$ cat src/rtl/imm_gen_stage_pkg.sv
// Shared definitions for the decode-stage immediate generator.
// Immediate format select codes and their encoding width.
package imm_gen_stage_pkg;

  localparam int IMM_OP_W = 3;

  typedef enum logic [IMM_OP_W-1:0] {
    IMM_I     = 3'd0,
    IMM_S     = 3'd1,
    IMM_B     = 3'd2,
    IMM_U     = 3'd3,
    IMM_J     = 3'd4,
    IMM_SHAMT = 3'd5,
    IMM_Z     = 3'd6,
    IMM_NONE  = 3'd7
  } imm_op_e;

endpackage

$ cat src/rtl/imm_gen_stage_imm_decode.sv
// Combinational immediate extraction: (inst, op) -> XLEN-wide immediate.
// Every format is first built at 64 bits and then truncated to XLEN, so the
// same expressions serve XLEN=32 and XLEN=64.
module imm_decode
  import imm_gen_stage_pkg::*;
#(
  parameter int XLEN = 32
) (
  input  logic [31:0]          inst,
  input  logic [IMM_OP_W-1:0]  op,
  output logic [XLEN-1:0]      imm
);

  logic [63:0] wide;
  logic        unused_bits;

  // Opcode bits and the upper half of the 64-bit form are not needed for XLEN=32.
  assign unused_bits = ^{inst[6:0], wide};

  // Select and extend the immediate field for the requested format.
  always_comb begin
    wide = '0;
    case (imm_op_e'(op))
      IMM_I:     wide = {{52{inst[31]}}, inst[31:20]};
      IMM_S:     wide = {{52{inst[31]}}, inst[31:25], inst[11:7]};
      IMM_B:     wide = {{51{inst[31]}}, inst[31], inst[7], inst[30:25], inst[11:8], 1'b0};
      IMM_U:     wide = {{32{inst[31]}}, inst[31:12], 12'b0};
      IMM_J:     wide = {{43{inst[31]}}, inst[31], inst[19:12], inst[20], inst[30:21], 1'b0};
      IMM_SHAMT: begin
        if (XLEN == 64) wide = {58'd0, inst[25:20]};
        else            wide = {59'd0, inst[24:20]};
      end
      IMM_Z:     wide = {59'd0, inst[19:15]};
      IMM_NONE:  wide = '0;
      default:   wide = '0;
    endcase
    imm = wide[XLEN-1:0];
  end

endmodule

$ cat src/rtl/imm_gen_stage.sv
// Registered immediate generator stage with valid/ready on both sides.
// Build option IMM_GEN_SKID_EN: adds a second (skid) entry and makes in_ready
// a pure register; otherwise a single entry with combinational in_ready.
//
// Handshake: a beat transfers on a rising edge where valid && ready are both
// high; valid never depends on ready, held data is stable while valid && !ready,
// and flush at an edge overrides every transfer on both sides.
module imm_gen_stage
  import imm_gen_stage_pkg::*;
#(
  parameter int XLEN  = 32,
  parameter int TAG_W = 32
) (
  input  logic                 clk,
  input  logic                 rst_n,
  input  logic                 flush,
  input  logic                 in_valid,
  output logic                 in_ready,
  input  logic [31:0]          in_inst,
  input  logic [IMM_OP_W-1:0]  in_op,
  input  logic [TAG_W-1:0]     in_tag,
  output logic                 out_valid,
  input  logic                 out_ready,
  output logic [XLEN-1:0]      out_imm,
  output logic [TAG_W-1:0]     out_tag
);

  logic [XLEN-1:0]  dec_imm;
  logic             main_valid;
  logic [XLEN-1:0]  main_imm;
  logic [TAG_W-1:0] main_tag;
  logic             accept;
  logic             consume;

  imm_decode #(.XLEN(XLEN)) u_imm_decode (
    .inst (in_inst),
    .op   (in_op),
    .imm  (dec_imm)
  );

  assign accept    = in_valid && in_ready && !flush;
  assign consume   = main_valid && out_ready;
  assign out_valid = main_valid;
  assign out_imm   = main_imm;
  assign out_tag   = main_tag;

`ifdef IMM_GEN_SKID_EN
  logic             skid_valid;
  logic [XLEN-1:0]  skid_imm;
  logic [TAG_W-1:0] skid_tag;

  // Ready only looks at our own register, so no path from out_ready.
  assign in_ready = !skid_valid;

  // Main/skid storage: skid only fills while main is held, and refills main on drain.
  always_ff @(posedge clk or negedge rst_n) begin
    if (!rst_n) begin
      main_valid <= 1'b0;
      main_imm   <= '0;
      main_tag   <= '0;
      skid_valid <= 1'b0;
      skid_imm   <= '0;
      skid_tag   <= '0;
    end else if (flush) begin
      main_valid <= 1'b0;
      skid_valid <= 1'b0;
    end else if (consume) begin
      if (skid_valid) begin
        main_imm   <= skid_imm;
        main_tag   <= skid_tag;
        skid_valid <= 1'b0;
      end else if (accept) begin
        main_imm <= dec_imm;
        main_tag <= in_tag;
      end else begin
        main_valid <= 1'b0;
      end
    end else if (accept) begin
      if (main_valid) begin
        skid_valid <= 1'b1;
        skid_imm   <= dec_imm;
        skid_tag   <= in_tag;
      end else begin
        main_valid <= 1'b1;
        main_imm   <= dec_imm;
        main_tag   <= in_tag;
      end
    end
  end
`else
  // Single entry: can take a beat when empty or when the held one leaves now.
  assign in_ready = !main_valid || out_ready;

  // Single-entry storage; an accept in the same cycle as a consume replaces it.
  always_ff @(posedge clk or negedge rst_n) begin
    if (!rst_n) begin
      main_valid <= 1'b0;
      main_imm   <= '0;
      main_tag   <= '0;
    end else if (flush) begin
      main_valid <= 1'b0;
    end else if (accept) begin
      main_valid <= 1'b1;
      main_imm   <= dec_imm;
      main_tag   <= in_tag;
    end else if (consume) begin
      main_valid <= 1'b0;
    end
  end
`endif

endmodule

$ cat config.mk
export PLATFORM = sky130hd
export DESIGN_NAME = imm_gen_stage
export DESIGN_NICKNAME = d
export VERILOG_FILES = /design/src/rtl/imm_gen_stage_pkg.sv /design/src/rtl/imm_gen_stage_imm_decode.sv /design/src/rtl/imm_gen_stage.sv
export SDC_FILE = /design/constraint.sdc
export NUM_CORES = 1
export LEC_CHECK = 0
export CAP_MARGIN = 40
export CORE_ASPECT_RATIO = 2
export CORE_MARGIN = 8
export CORE_UTILIZATION = 46
export CTS_CLUSTER_DIAMETER = 80
export DETAILED_ROUTE_END_ITERATION = 12
export HOLD_SLACK_MARGIN = 0.05
export PLACE_DENSITY = 0.94
export RECOVER_POWER = 50
export SYNTH_ARGS = -nofsm -noshare
export SYNTH_HDL_FRONTEND = slang
export SYNTH_HIERARCHICAL = 1
export SYNTH_SLANG_ARGS = --single-unit
$ cat constraint.sdc
create_clock -name clk -period 3.7 [get_ports clk]
set_clock_uncertainty 0.1 [all_clocks]
set_input_delay 0.74 -clock clk [delete_from_list [all_inputs] [get_ports clk]]
set_output_delay 0.74 -clock clk [all_outputs]
set_load 0.03 [all_outputs]
==> summary.md <==
| Metric | Value |
|---|---|
| Status | finished, violations left |
| Failing checks | max-capacitance violations, max-slew violations |
| Post-CTS Hold Buffers | 0 |
| #FFs+latches synth | 65 |
| Seq/Total Area, Yosys | between 40% and 50% |
| Avg Vias per Cell | 5.27 |
| Ys async rst share | 100% |
| Synth Instances | roughly 230 |
| Antenna fix cells | 0 |
| Fin cells | around 450 |
| Root buffer cell | clkbuf_16 |
| PwrDens | 546 nW/um^2 |
| Syn_nets | roughly 300 |
| Worst Path Required | 2.86 ns |
| Chip height | ~140 um |
| Row Count | 44 |
| CTS resizes | 0 |
| Reg-to-reg startpoint | out_valid |
| Max-slew headroom | -18.0% |
| Critical path launch point type | primary input |
| Antenna violations before repair | 0 |
| Core Footprint | about 7200 sq um |
| # setup viols final | 0 |
| Tcrit/Tclk final | about 79% |
| Max H-tree Level | 3 |
| Slew @ Worst Pin | 1.77 ns |
| Placed inst area | 4570 sq um |
| EDFF count, synth | 0 |
| Wire per inst | around 19 um |
| TritonCTS clock tree | yes |
| Max Fanout on Critical Path | 3 |
| Nets | 425 |
| FF-to-FF End | out_tag[14] |
| Worst Reg-to-Reg Cells | 4 |
| Max Clk Rate | ~340 MHz |
| Pre-CTS WS | between 0.7 and 0.8 ns |
| Syn-to-layout area delta | 43.2% |
| Worst skew pair latency | about 0.33 ns |
| Area leader, netlist | dfrtp_1 |
| Top post-synthesis cells by count | 65 x dfrtp_1, 60 x mux2_4, 16 x a21oi_1 |
| Die area | around 10000 sq um |
| Post-Layout Inst Area | between 4000 and 5000 sq um |
| Drt initial violations | 92 |
| Total Power | 2.60 mW |
| GPL Wtd Cong | around 0.81 |
| Top_reg_cell synth | dfrtp_1 |
| First-pass GRT wire length | roughly 14 mm |
| Critical Path End Type | primary output |
| Postcts setup bufs | 0 |
| Top cells by area, synth | dfrtp_1 49%, mux2_4 27%, buf_12 3.6% |
| R2R Setup Slk | approximately 1.3 ns |
| Layout cells sized above 1 | a little under a fifth |
| HP Class | reg -> reg |
| Yosys top cell area share | ~50% |
| Leakage | 2.10 nW |
| Worst-case clock buffer depth | 2 |
| Hold path startpoint | out_tag[5] |
| Period minus WS final | just under 3 ns |
| Via count | 2367 |
| Worst IR drop on VDD | approximately 0.36 mV |
| DRC viols | 0 |
| DP Wirelength | 6.69 mm |
| CTS Buf Count | 9 |
| Final Hold Viols | 0 |
| Multi-input logic area | about 1400 sq um |
| I/O pins | between 100 and 150 |
| Initial Util | roughly 47% |
| GR Util All Layers | between 15 and 20% |
| Pin count of the biggest net entering global routing | just over 40 |
| Synth warn | 6 |
| Number of global-route vias before repair | 2664 |
| Hold slack | 0.389 ns |
| CTS sink count | 65 |
| Routed WL | about 8.7 mm |
| Die outline width | ~76 um |
| Seq. cell area | 1630 sq um |
| Mapped Area | between 3000 and 4000 sq um |
| Setup ws final | 0.766 ns |
| Post-DRT Antenna Nets | 0 |
| Avg Cell Area, Syn | around 15 sq um |
| Final Util | roughly two thirds |
| Worst EP arrival | 2.09 ns |
| RSZ-0062 raised after global routing | no |
| DR pass1 iterations | 4 |
| Yosys cell types | 31 |
| Hold depth | 1 |
| Clk slew on worst S/H paths | roughly 0.050 ns |
| Most frequent cell after synthesis | dfrtp_1 |
| PortBufs | 130 |
| Max cap viols | 1 |
| WHS Endpoint | out_tag[5] |
| Fillers | about 540 |
| Critical path type | in -> out |
| Placed instance count | between 400 and 500 |
| Final Max Tran Viols | 37 |
| Setup_tns | 0 ns |
| Worst setup path start | out_ready |
| Total congestion overflow | 0 |
-- sequential cells by signal, summed over array words and instances (netlist names) --
signal	count
out_tag	32
out_imm	32
out_valid	1
-- report_power, final --
group | switching (mW) | internal, mW | total [mW]
registers | 0.0757 | 0.836 | 0.912
logic | 0.441 | 0.422 | 0.863
clock network | 0.293 | 0.533 | 0.827
total | 0.810 | 1.79 | 2.60
-- placed cells by master (no fill, tap or decap), types with 2 or more instances in the layout --
master,count
clkinv_2,2
mux2_2,4
dlygate4sd3_1,9
mux2_4,38
inv_1,2
clkbuf_16,9
nor3b_1,4
nor2b_4,2
clkbuf_1,2
nor2_1,3
buf_4,2
o21ai_0,2
a221o_1,4
mux2_1,22
dfrtp_1,65
a21o_1,12
o22ai_1,8
clkdlybuf4s50_1,120
nor2b_1,10
a22o_1,4
a21oi_1,16
-- cell type report --
cell class	instances	share of cell area, %
clock buffers	10	5.01
clock inverters	5	1.18
inverters	2	0.158
multi-input cells	141	29.4
flip-flops and latches	65	34.1
well taps	92	2.42
repair buffers	134	27.7
-- how the worst max path moves through the flow --
stage	slack, ns	cells past startpoint	end
2_1_floorplan	1.72	7	out_imm[20]
3_3_place_gp	0.80	5	out_imm[2]
3_5_place_dp	0.70	5	out_imm[2]
4_1_cts	0.84	4	in_ready
5_1_grt	0.67	2	out_imm[12]
6_report	0.77	4	in_ready
-- per-layer routing --
metal / vias to the layer above / wire length [um] / share of wire [%] / GRT usage (%)
met1: 1131 / 3470 / 40 / 18.3
met5: - / 0 / 0 / 0
met3: 20 / 1210 / 14 / 11.7
li1: 1072 / - / - / -
met2: 144 / 3860 / 44 / 25.3
met4: 0 / 200 / 2.3 / 8.41
-- critical path, cell delays in order --
cell and delay (ns):
clkdlybuf4s50_1 0.39, nor2b_1 0.28, inv_1 0.08, clkdlybuf4s50_1 0.60
-- kinds of logic (layout without fill, tap and decap cells) --
group,count (synthesis),count (layout),synth area share [%]
DFF,65,65,48.9
AOI/OAI and AO/OA,48,48,9.66
and+or+nand+nor,26,26,5.68
muxes,65,65,28.7
buffers and inverters,20,151,6.47
xor gates and xnor gates,1,1,0.263
adders and majority gates,1,1,0.338
Note: power is estimated with default switching activity, not from simulation.
